--- src/rtl/shift_chain_loader_if.sv ---
// shift_chain_loader_if: valid/ready handshake carrying a parallel configuration word
interface shift_chain_loader_if #(
  parameter int CHAIN_LEN = 124
);
  logic load_valid;
  logic load_ready;
  logic [CHAIN_LEN-1:0] load_data;
  modport master(output load_valid, output load_data, input load_ready);
  modport slave(input load_valid, input load_data, output load_ready);
endinterface

--- src/rtl/shift_chain_loader.sv ---
// shift_chain_loader: MSB-first serial loader for the config chain; SHIFT_READBACK_EN builds the readback capture
module shift_chain_loader #(
  parameter int CHAIN_LEN = 124,
  parameter int CNT_W = 7
) (
  input  logic                 clk,
  input  logic                 reset,
  shift_chain_loader_if.slave  ld,
  input  logic                 hold,
  output logic                 sh_data,
  output logic                 sh_en,
  input  logic                 chain_out,
  output logic                 busy,
  output logic                 done,
  output logic [CHAIN_LEN-1:0] readback
);
  typedef enum logic [1:0] {IDLE, SHIFT, DONE} state_t;
  state_t state, state_nx;
  logic [CHAIN_LEN-1:0] shadow;
  logic [CNT_W-1:0] cnt;
  logic accept, step, last;
  assign accept = state == IDLE && ld.load_valid;
  assign step = state == SHIFT && !hold;
  assign last = cnt == CNT_W'(CHAIN_LEN - 1);
  assign ld.load_ready = state == IDLE && !reset;
  assign sh_data = shadow[CHAIN_LEN-1];
  always_ff @(posedge clk)
    state <= reset ? IDLE : state_nx;
  always_comb begin
    sh_en = step && !reset;
    done = state == DONE;
    busy = state != IDLE;
    state_nx = accept ? SHIFT : step && last ? DONE : state == DONE ? IDLE : state;
  end
  // shadow is fully shifted out by the end of a load, so sh_data idles at 0
  always_ff @(posedge clk) begin
    if (reset) begin
      shadow <= '0;
      cnt <= '0;
    end else if (accept) begin
      shadow <= ld.load_data;
      cnt <= '0;
    end else if (step) begin
      shadow <= shadow << 1;
      cnt <= cnt + 1'b1;
    end
  end
`ifdef SHIFT_READBACK_EN
  logic [CHAIN_LEN-1:0] rb;
  always_ff @(posedge clk) begin
    if (reset) rb <= '0;
    else if (step) rb <= {rb[CHAIN_LEN-2:0], chain_out};
  end
  assign readback = rb;
`else
  logic unused_chain_out;
  assign unused_chain_out = chain_out;
  assign readback = '0;
`endif
endmodule

--- src/flat_wrapper.sv ---
// flat-port wrapper written by rule: the top's interface ports become plain ports
module shift_chain_loader_flat 
#(
  parameter int CHAIN_LEN = 124,
  parameter int CNT_W = 7
)
  (clk, reset, hold, sh_data, sh_en, chain_out, busy, done, readback, ld_load_valid, ld_load_data, ld_load_ready);
  shift_chain_loader_if #(.CHAIN_LEN(CHAIN_LEN)) ld_i ();
  input  logic clk;
  input  logic reset;
  input  logic hold;
  output logic sh_data;
  output logic sh_en;
  input  logic chain_out;
  output logic busy;
  output logic done;
  output logic [CHAIN_LEN-1:0] readback;
  input wire logic [$bits(ld_i.load_valid)-1:0] ld_load_valid;
  input wire logic [$bits(ld_i.load_data)-1:0] ld_load_data;
  output wire logic [$bits(ld_i.load_ready)-1:0] ld_load_ready;
  assign ld_i.load_valid = ld_load_valid;
  assign ld_i.load_data = ld_load_data;
  assign ld_load_ready = ld_i.load_ready;
  shift_chain_loader #(.CHAIN_LEN(CHAIN_LEN), .CNT_W(CNT_W)) u_core (.clk(clk), .reset(reset), .ld(ld_i), .hold(hold), .sh_data(sh_data), .sh_en(sh_en), .chain_out(chain_out), .busy(busy), .done(done), .readback(readback));
endmodule
--- config.mk ---
export PLATFORM = sky130hd
export DESIGN_NAME = shift_chain_loader_flat
export DESIGN_NICKNAME = d
export VERILOG_FILES = /design/src/rtl/shift_chain_loader_if.sv /design/src/rtl/shift_chain_loader.sv /design/src/flat_wrapper.sv
export SDC_FILE = /design/constraint.sdc
export NUM_CORES = 1
export LEC_CHECK = 0
export BUFFER_PORTS_ARGS = -buffer_cell sky130_fd_sc_hd__buf_2
export CELL_PAD_IN_SITES_DETAIL_PLACEMENT = 0
export CELL_PAD_IN_SITES_GLOBAL_PLACEMENT = 2
export CORE_MARGIN = 3
export CORE_UTILIZATION = 24
export DETAILED_ROUTE_END_ITERATION = 8
export GPL_TIMING_DRIVEN = 0
export PLACE_DENSITY_LB_ADDON = 0.05
export SLEW_MARGIN = 10
export SYNTH_ARGS = -nofsm -noshare
export SYNTH_HDL_FRONTEND = slang
export SYNTH_SLANG_ARGS = --single-unit
--- constraint.sdc ---
create_clock -name clk -period 1.4 [get_ports clk]
set_input_delay 0.07 -clock clk [delete_from_list [all_inputs] [get_ports clk]]
set_output_delay 0.07 -clock clk [all_outputs]
set_load 0.01 [all_outputs]
==> results of run 1 <==
## cell usage after synthesis, types with 2 or more instances
cell type	instances	area, um2
nor2b_1	2	12.5
dfxtp_1	133	2660
xnor2_1	2	17.5
inv_1	3	11.3
a21oi_1	124	621
nor3b_2	2	25.0
a31o_2	2	17.5
buf_4	125	938
nor2_1	9	33.8
clkbuf_1	34	128
nand4_1	2	12.5
a22oi_1	118	886
nand2b_1	2	12.5
buf_6	2	22.5
o22ai_1	3	18.8
buf_2	19	95.1
buf_1	17	63.8
nor3_1	6	30.0
nand3_1	120	601
nand2_1	5	18.8
## critical path: stages (launching register included)
cell and delay, ns:
dfxtp_2 0.32, buf_6 0.12, or3b_4 0.39, buf_8 0.13, buf_8 0.11, nor2_1 0.07
buf_2 0.14
## layout make-up
type | instances | area share
plain buffers | 195 | 0.144
repair buffers | 309 | 0.232
inverters | 3 | 0.000953
well taps | 335 | 0.0355
flip-flops and latches | 133 | 0.226
diodes | 1 | 0.000212
clock inverters | 12 | 0.0192
multi-input cells | 538 | 0.305
clock buffers | 20 | 0.0370
## stage by stage
step / power [uW] / setup TNS [ns] / cells / worst slack [ns]
2_1_floorplan: 5310 / -0.370 / 871 / -0.0539
3_3_place_gp: 5800 / -72.12 / 1338 / -0.692
3_5_place_dp: 5790 / -72.38 / 1338 / -0.702
4_1_cts: 11800 / -28.00 / 1539 / -0.412
5_1_grt: 12400 / -33.16 / 1546 / -0.430
6_report: 11800 / -24.39 / 1546 / -0.366
## worst min-delay path by stage
stage / to / startpoint / slack [ns]
finish: u_core.shadow[122]$_SDFFE_PP0P_ / ld_load_valid / 0.04
global route: u_core.shadow[122]$_SDFFE_PP0P_ / ld_load_valid / 0.06
CTS: u_core.shadow[122]$_SDFFE_PP0P_ / ld_load_valid / 0.007
detailed placement: u_core.shadow[12]$_SDFFE_PP0P_ / ld_load_data[12] / 0.35
global placement: u_core.shadow[40]$_SDFFE_PP0P_ / ld_load_data[40] / 0.35
floorplan: u_core.shadow[0]$_SDFFE_PP0P_ / ld_load_data[0] / 0.21
## routing by layer
layer,GRT usage,vias up
met5,0,-
met4,0.0342,6
met3,0.0315,23
met2,0.249,139
met1,0.191,3117
li1,-,3390
## flip-flops by register name, summed over array words and instances (netlist names)
| signal | flops |
|---|---|
| u_core.shadow | 124 |
| u_core.cnt | 7 |
| u_core.state | 2 |
## cell usage in the layout (no fill, tap or decap), types with 4 or more instances in the layout
| cell type | Yosys | routed |
|---|---|---|
| buf_4 | 125 | 142 |
| a21oi_1 | 124 | 102 |
| nand2_1 | 5 | 4 |
| nand3_2 | 0 | 18 |
| nor3_1 | 6 | 6 |
| a22oi_2 | 0 | 83 |
| buf_2 | 19 | 134 |
| clkbuf_1 | 34 | 18 |
| a22oi_1 | 118 | 35 |
| nand3_1 | 120 | 102 |
| bufinv_16 | 0 | 6 |
| dfxtp_1 | 133 | 131 |
| buf_6 | 2 | 30 |
| clkbuf_8 | 0 | 5 |
| conb_1 | 1 | 124 |
| clkbuf_16 | 0 | 24 |
| buf_12 | 0 | 14 |
| buf_16 | 0 | 7 |
| a21oi_2 | 1 | 23 |
| buf_8 | 0 | 20 |
| nor2_1 | 9 | 8 |
| dlygate4sd3_1 | 0 | 123 |
## kinds of logic after synthesis
logic type / count (synthesis)
compound gates: 256
buf+inv: 200
simple gates: 155
flops: 133
xor+xnor: 2
fa+ha+maj: 1
other cells: 1
## where the power goes
part           total [uW]  switching (uW)  leakage, uW  internal [uW]
clock                5140            1790     0.000315           3350
sequential           4200             160      0.00109           4040
combinational        2510            1130      0.00356           1380
total               11800            3080      0.00497           8770
## timing repair
action,CTS,global route
setup endpoints to repair,136,137
hold buffers,123,0
setup buffers,30,14
pin swaps,115,49
gates resized for setup,241,94
endpoints found under the hold margin,123,0
cloned,17,4
==> summary.txt, run 1 <==
Placed design
  • Routability cong.: approximately 0.7
  • Post-DP HPWL: 13,900 um
  • IO Port Bufs: 132
  • Placed cell areas: roughly 8000 um2

Synthesis
  • Mux contribution to synthesized area: 0
  • Main flop type after synthesis: dfxtp_1
  • #FFs+latches synth: 133
  • Simple-Gate Fraction of Synth Area: 0.126
  • Post-Synthesis Cells: around 750
  • Post-synthesis async set-or-reset flop share: 0
  • Post-Syn Area: 6380 um2
  • Syn. warnings: 0
  • Sequential fraction of the synthesis area: 0.418
  • Synth Area in Adders: 0.00196
  • Mean Syn Cell Area: 8.52 um2
  • Post-synth EDFFs: 0
  • Post-synthesis xor/xnor area fraction: 0.00275
  • Synth cell types: 38
  • Compound-cell area share of the yosys netlist: 0.253
  • Main combinational cell family by area after synthesis: compound AO/OA/AOI/OAI gates

Timing
  • Final hold viol count: 0
  • WHS: 0.0387 ns
  • Final Skew: 0.0112 ns
  • Max Freq: 566 MHz
  • Final max-slew violation count: 0
  • Worst setup slack after layout: -0.366 ns
  • Worst Tran Pin Value: 0.646 ns
  • Worst slew margin: 0.569
  • RSZ-0062 raised after global routing: yes
  • Post-route minimum period: 1.77 ns
  • Period utilization: 1.26
  • Final setup viols: around 140

Layout
  • Final Instance Area: 11,800 um2
  • Final core occ: 0.453
  • Total of fill cells in the finished design: 2,576
  • Area grow syn2layout: 85.3%
  • Fin nets: 1,327
  • FF+latch area: ~2700 um2
  • Area of the multi-input gates: 3610 um2
  • Layout cells sized above 1: 0.444

Die
  • Starting Density: 0.245
  • Die area: between 20,000 and 30,000 um2
  • Die width: 169 um
  • Die Span Y: 169 um
  • FP Rows: 59
  • I/O pin total: roughly 260
  • Core ar.: 26,100 um2

Critical path
  • Crit-path max FO: 3
  • Critical Path AT: between 1.5 and 2 ns
  • Worst Setup Path Type: reg2out
  • Reg2reg end: u_core.shadow[20]$_SDFFE_PP0P_
  • Critical R2R Launch: u_core.state[1]$_SDFFE_PP0P_
  • Setup crit end kind: output pin
  • Crit path from: u_core.state[1]$_SDFFE_PP0P_
  • Required @ worst endpoint: 1.33 ns
  • R2R setup slack: -0.27 ns
  • CP Capture Point: sh_en
  • Type of origin of the critical path: register
  • FF-to-FF path depth: 7

Global route
  • Vias in the first global route: around 6,400
  • First-pass GRT wire length: roughly 34,000 um
  • Antenna violations before repair: 4
  • GRT Residual Overflow: 0
  • GRT Total Usage: 0.146
  • Largest net degree at the start of global routing: 17

Route
  • Met1 wire length: ~10000 um
  • DRT antenna net count: 0
  • Metal3 WL: 1030 um
  • Vias per std cell: roughly 4.3
  • Wire length on met2: 11,000 um
  • Vias post-DR: 6,675
  • Residual DRC count: 0
  • Uppermost layer routed: met5
  • 1st-iter DRT viols: 336
  • Pre-antenna DRT Iters: 6
  • Wirelength per Cell: ~14 um
  • WL final: 22,300 um

Status
  • Run status: finished with violations
  • Failing checks: negative setup slack

Clock tree
  • Clock Latency Late Sink: 0.42 ns
  • CTS tree: yes
  • Clock tree buffer depth: 2
  • Clock root cell: clkbuf_16
  • H-tree depth: 4
  • Clock sink count: 133
  • CTS buffer count: 17
  • Clk slew on worst S/H paths: 0.06 ns

Pwr
  • Static Leak: 0.00497 uW
  • Max IR drop VDD: about 0.00066 V
  • P per Cell Area: 1000 nW/um2

Min path
  • Worst hold stages: 3
  • HP Class: in2reg

Run
  • Max cap viols: 0
Power figures use the tool's default switching activity.
==> run 2, diff against run 1 <==
--- a/config.mk
+++ b/config.mk
@@ -5,11 +5,12 @@
 export SDC_FILE = /design/constraint.sdc
 export NUM_CORES = 1
 export LEC_CHECK = 0
+export ABC_AREA = 1
 export BUFFER_PORTS_ARGS = -buffer_cell sky130_fd_sc_hd__buf_2
 export CELL_PAD_IN_SITES_DETAIL_PLACEMENT = 0
 export CELL_PAD_IN_SITES_GLOBAL_PLACEMENT = 2
 export CORE_MARGIN = 3
-export CORE_UTILIZATION = 24
+export CORE_UTILIZATION = 23
 export DETAILED_ROUTE_END_ITERATION = 8
 export GPL_TIMING_DRIVEN = 0
 export PLACE_DENSITY_LB_ADDON = 0.05
==> summary.txt, run 2 <==
Critical path
  • Worst Setup Path Type: reg2reg
  • Critical R2R Launch: u_core.state[1]$_SDFFE_PP0P_
  • Crit-path slowest cell: dfxtp_4
  • Crit-path max FO: 6
  • Crit path cell chain: nor2_4 > nand2_4 > clkinv_8 > buf_16 > clkbuf_16 > nand2_2 > nand2_1 > inv_1 > a21oi_1
  • Setup crit end kind: register
  • Type of origin of the critical path: register
  • R2R setup slack: -0.05 ns
  • Reg2reg end: u_core.shadow[88]$_SDFFE_PP0P_
  • FF-to-FF path depth: 9
  • Slowest stage delay, CP: 0.36 ns
  • Required @ worst endpoint: 1.74 ns
  • Critical Path AT: ~1.8 ns

Route
  • Vias per std cell: 3.73
  • 1st-iter DRT viols: 219
  • Pre-antenna DRT Iters: 4
  • DRT antenna net count: 0
  • Wirelength per Cell: roughly 11 um
  • WL final: approximately 22,000 um
  • Vias post-DR: 7,175
  • Residual DRC count: 0

Timing
  • Setup TNS Final: -1.27 ns
  • Worst Tran Pin Value: 0.772 ns
  • Period utilization: 1.04
  • Final hold viol count: 1
  • Final Skew: 0.0112 ns
  • Worst setup slack after layout: -0.0516 ns
  • Worst slew margin: 0.485
  • Final setup viols: 73
  • RSZ-0062 raised after global routing: yes
  • WHS: -0.000685 ns
  • Max Freq: 689 MHz
  • Post-route minimum period: 1.45 ns
  • Final max-slew violation count: 0

Synthesis
  • Post-Synthesis Cells: 1,108
  • Cell taking the most area after synthesis: dfxtp_1
  • Post-synthesis async set-or-reset flop share: 0
  • Sequential fraction of the synthesis area: 0.373
  • Syn. warnings: 0
  • #FFs+latches synth: 133
  • Synth cell types: 21
  • Post-synth EDFFs: 0
  • Post-Syn Area: approximately 7000 um2
  • Top-area cell type share of the netlist area: 0.373
  • Dominant cells by area after synthesis: dfxtp_1 (37%), nand2_1 (26%), buf_4 (13%), a21oi_1 (8.8%), inv_1 (6.9%)
  • Mean Syn Cell Area: 6.45 um2
  • Main flop type after synthesis: dfxtp_1
  • Synth cell count leaders: nand2_1 (492), dfxtp_1 (133), inv_1 (132)
  • Most frequent cell after synthesis: nand2_1

Clock tree
  • Clock tree buffer depth: 2
  • Clock Latency Late Sink: roughly 0.42 ns
  • Clk slew on worst S/H paths: around 0.070 ns
  • CTS buffer count: 17
  • Clock root cell: clkbuf_16
  • H-tree depth: 4
  • CTS tree: yes
  • Clock sink count: 133

Layout
  • Non-Filler Instances: between 1,500 and 2,000
  • FF+latch area: 2670 um2
  • Area grow syn2layout: 63.9%
  • Max reg flops: 124
  • Most flop-heavy register: u_core.shadow
  • Fin nets: 1,647
  • Area of the multi-input gates: between 3000 and 4000 um2
  • Layout cells sized above 1: 0.361
  • Biggest regs: u_core.shadow x124, u_core.cnt x7, u_core.state x2
  • Most frequent cells in the layout: nand2_1 (390), buf_4 (140), buf_2 (138)
  • Most common cell after layout, fill and taps aside: nand2_1
  • Total of fill cells in the finished design: between 3,000 and 4,000

Global route
  • GRT Residual Overflow: 0
  • Met2 Resource Use GR: 0.200
  • GRT Total Usage: 0.122
  • Grt met1 use: 0.164
  • Global routing's busiest layer: met2
  • Largest net degree at the start of global routing: 17
  • Antenna violations before repair: 2
  • Vias in the first global route: 6,698
  • GR Util met3: 0.0285
  • First-pass GRT wire length: 32,800 um

Min path
  • Worst Hold Launch: ld_load_data[36]
  • Worst hold stages: 5
  • HP Class: in2reg
  • Hold EP: u_core.shadow[36]$_SDFFE_PP0P_

Status
  • Failing checks: negative hold slack, negative setup slack
  • Run status: finished with violations

Die
  • Die width: roughly 180 um
  • Die area: 33,200 um2
  • I/O pin total: about 260
  • Starting Density: 0.237
  • Die Span Y: 182 um
  • FP Rows: 63
  • Core ar.: about 30,000 um2

Pwr
  • Switch Pwr: 3210 uW
  • Switching Fraction: 0.293
  • Clock power share: 0.396
  • Static Leak: 0.00574 uW
  • Internal: 7750 uW
  • Max IR drop VDD: 0.000584 V
  • P per Cell Area: 936 nW/um2
  • Part of the power in registers: 0.379
  • Comb power frac: 0.225

Run
  • Max cap viols: 0

Placed design
  • IO Port Bufs: 131
  • Placed Cells incl. Taps: between 1,500 and 2,000
  • Post-DP HPWL: 14,400 um
  • Routability cong.: ~0.7
run 2: cell count changes after synthesis, sizes merged, moves of 3 or more:
cell,before,now
o22ai,3,0
o21ai,1,6
nor2,9,20
clkbuf,34,14
nand3,120,9
nand2,5,494
inv,3,134
a22oi,118,0
run 2: cell families (layout without fill, tap and decap cells):
| kind of cell | count (synthesis) | after routing | share of synthesized area |
|---|---|---|---|
| compound gates | 133 | 133 | 0.0935 |
| fa+ha+maj | 1 | 1 | 0.00175 |
| buf+inv | 311 | 610 | 0.248 |
| flops | 133 | 133 | 0.373 |
| other cells | 1 | 126 | 0.000525 |
| simple gates | 529 | 529 | 0.284 |
run 2: worst max path at each step:
| stage | endpoint | slack [ns] | start |
|---|---|---|---|
| final | u_core.shadow[88]$_SDFFE_PP0P_ | -0.05 | u_core.state[1]$_SDFFE_PP0P_ |
| after CTS | sh_en | -0.03 | u_core.state[1]$_SDFFE_PP0P_ |
| after global routing | u_core.shadow[44]$_SDFFE_PP0P_ | -0.10 | u_core.state[1]$_SDFFE_PP0P_ |
| after floorplan | u_core.shadow[100]$_SDFFE_PP0P_ | 0.13 | u_core.state[0]$_SDFFE_PP0P_ |
| after detailed placement | u_core.shadow[18]$_SDFFE_PP0P_ | -0.28 | reset |
| after global placement | u_core.shadow[66]$_SDFFE_PP0P_ | -0.27 | reset |
run 2: per-stage QoR:
step / setup slack (ns) / total power [uW] / util / instance area (um2)
after CTS: -0.0324 / 10700 / 0.353 / 10600
after global placement: -0.271 / 5900 / 0.291 / 8750
after floorplan: 0.126 / 5410 / - / 7600
after global routing: -0.100 / 11600 / 0.389 / 11700
after detailed placement: -0.282 / 5900 / 0.291 / 8750
final: -0.0516 / 11000 / 0.389 / 11700
run 2: per-layer routing:
metal,wire (um),share of wire,up-vias
li1,-,-,3903
met1,10600,0.48,3123
met2,10200,0.47,139
met3,920,0.042,10
met4,165,0.0076,0
met5,0,0,-
run 2: what timing repair did:
action,4_1_cts,5_1_grt
setup buffers,8,7
hold buffers,107,1
cloned,1,13
pin swaps,4,57
gates resized for setup,55,236
endpoints found under the setup margin,125,125
endpoints found under the hold margin,107,1
run 2: critical path: cells and delay by family, from the launching register on:
family	cells	cell delay, ns
compound gates	1	0.11
simple gates	4	0.43
flops	1	0.36
buf+inv	4	0.47
run 2: cell type report:
cell class                 count  share of cell area
antenna                        2            0.000428
multi-input combinational    787               0.325
inverter                     134              0.0449
buffer                       176               0.123
clock inverter                13              0.0106
timing repair buffer         268               0.189
tap                          390              0.0417
clock buffer                  19              0.0370
sequential                   133               0.228
run 2: power by group through the flow:
stage | registers [uW] | logic [uW] | clock network [uW]
final | 4150 | 2470 | 4330
after global placement | 4230 | 1670 | 0
after CTS | 4150 | 2040 | 4510
after global routing | 4180 | 2750 | 4660
after detailed placement | 4230 | 1670 | 0
after floorplan | 4210 | 1200 | 0
==> run 3, diff against run 2 <==
--- a/config.mk
+++ b/config.mk
@@ -12,8 +12,8 @@
 export CORE_MARGIN = 3
 export CORE_UTILIZATION = 23
 export DETAILED_ROUTE_END_ITERATION = 8
-export GPL_TIMING_DRIVEN = 0
 export PLACE_DENSITY_LB_ADDON = 0.05
+export REMOVE_ABC_BUFFERS = 1
 export SLEW_MARGIN = 10
 export SYNTH_ARGS = -nofsm -noshare
 export SYNTH_HDL_FRONTEND = slang
==> summary.txt, run 3 (synthesis results as in run 2) <==
Status
  • Run status: complete, no violations

Critical path
  • CP bufs+invs: 4
  • Critical Path AT: 1.72 ns
  • Cell repeated most along the worst path: nand2_1
  • Family with the most delay on the worst path: buffers and inverters
  • Type of origin of the critical path: register
  • Crit-path max FO: 15
  • Required @ worst endpoint: around 1.8 ns
  • Setup crit end kind: register
  • Worst Setup Path Type: reg2reg
  • Crit path cell chain: inv_4 > nand2_2 > nor2_4 > buf_6 > buf_12 > nand2_1 > nand2_1 > inv_1 > a21oi_1
  • Crit-path slowest cell: dfxtp_4
  • Slowest stage delay, CP: about 0.36 ns

Global route
  • Vias in the first global route: 6,330
  • First-pass GRT wire length: between 30,000 and 40,000 um
  • Largest net degree at the start of global routing: 74
  • Antenna violations before repair: 3
  • GRT Total Usage: 0.115
  • GRT Residual Overflow: 0

Die
  • Die Span Y: 182 um
  • Starting Density: 0.237
  • I/O pin total: between 200 and 300
  • Core ar.: 30,100 um2
  • Die area: 33,200 um2
  • FP Rows: 63
  • Die width: 182 um

Route
  • Met1 wire length: around 12,000 um
  • Wire length on met2: 10,700 um
  • Vias per std cell: 3.83
  • Vias post-DR: 6,785
  • Residual DRC count: 0
  • Metal3 WL: 967 um
  • DRT antenna net count: 0
  • 1st-iter DRT viols: 214
  • Pre-antenna DRT Iters: 4
  • Uppermost layer routed: met5
  • Wirelength per Cell: 13.2 um
  • WL final: ~23,000 um

Layout
  • Final Instance Area: ~10,000 um2
  • Most common cell after layout, fill and taps aside: nand2_1
  • Biggest regs: u_core.shadow x124, u_core.cnt x7, u_core.state x2
  • Final core occ: 0.346
  • Total of fill cells in the finished design: between 3,000 and 4,000
  • Fin nets: between 1,000 and 1,500
  • Most frequent cells in the layout: nand2_1 (478), buf_2 (131), dfxtp_1 (131)
  • Most flop-heavy register: u_core.shadow
  • Layout cells sized above 1: 0.216
  • Area grow syn2layout: 45.7%
  • Max reg flops: 124

Timing
  • Final max-slew violation count: 0
  • Period utilization: 0.983
  • Post-route minimum period: 1.38 ns
  • RSZ-0062 raised after global routing: yes
  • Final setup viols: 0
  • Max Freq: between 700 and 800 MHz
  • Final Skew: 0.00861 ns
  • Final hold viol count: 0

Pwr
  • Total chip power: 11,300 uW
  • Max IR drop VDD: around 0.00055 V
  • Static Leak: 0.00491 uW
  • P per Cell Area: about 1100 nW/um2

Run
  • Max cap viols: 0

Placed design
  • IO Port Bufs: 132
  • Routability cong.: 0.686
  • Post-DP HPWL: 12,700 um
  • Placed cell areas: slightly below 8000 um2

Clock tree
  • CTS tree: yes
  • Clock root cell: clkbuf_16
  • CTS buffer count: 17
  • Clock sink count: between 100 and 150
  • H-tree depth: 4
  • Clock Latency Late Sink: 0.42 ns
  • Clk slew on worst S/H paths: 0.06 ns
  • Clock tree buffer depth: 2

Min path
  • HP Class: in2reg
-- run 3: path summary, 6_finish.rpt --
path	end	depth (start not counted)	slack, ns	start
max	u_core.shadow[56]$_SDFFE_PP0P_	9	0.02	u_core.state[1]$_SDFFE_PP0P_
min	u_core.shadow[101]$_SDFFE_PP0P_	5	0.01	ld_load_data[101]
max reg2reg	u_core.shadow[56]$_SDFFE_PP0P_	9	0.02	u_core.state[1]$_SDFFE_PP0P_
min reg2reg	u_core.shadow[69]$_SDFFE_PP0P_	2	0.46	u_core.shadow[69]$_SDFFE_PP0P_
-- run 3: power by group --
group          internal, uW  switching, uW  total, uW
Sequential             4030            122       4150
Combinational           924           1110       2040
Clock                  3320           1800       5120
-- run 3: layer usage --
layer,global-route usage,vias to the layer above
li1,-,3597
met1,0.146,3024
met2,0.197,149
met3,0.0283,13
met4,0.0293,2
met5,0,-
-- run 3: stage by stage --
stage	setup slack [ns]	instances	hold slack, ns	setup TNS, ns
finish	0.0242	1773	0.0111	0
global route	-0.0709	1773	0.0229	-3.96
CTS	-0.0168	1745	0.00120	-0.0859
detailed placement	-0.0452	1601	0.329	-1.72
global placement	-0.0359	1601	0.328	-1.00
floorplan	-1.71	1054	0.139	-205.58
-- run 3: cell type report --
class	count	area (um2)	share of cell area
Tap cell	390	488	0.0469
Antenna cell	2	5.00	0.000481
Inverter	134	526	0.0505
Clock buffer	21	470	0.0452
Sequential cell	133	2670	0.257
Clock inverter	11	198	0.0190
Timing Repair Buffer	295	2630	0.253
Multi-Input combinational cell	787	3410	0.328
-- run 3: worst reg2reg max path: stages (launching register included) --
cell and delay, ns:
dfxtp_4 0.36, inv_4 0.07, nand2_2 0.06, nor2_4 0.20
buf_6 0.18, buf_12 0.17, nand2_1 0.07, nand2_1 0.06
inv_1 0.04, a21oi_1 0.11
-- run 3: timing repair --
item                                   in CTS  in global routing
resized for setup                           5                107
gates cloned                                0                 21
buffers inserted                            3                  5
endpoints found under the hold margin     108                  0
hold buffers                              109                  0
setup endpoints to repair                 102                121
pin swaps                                   0                 23
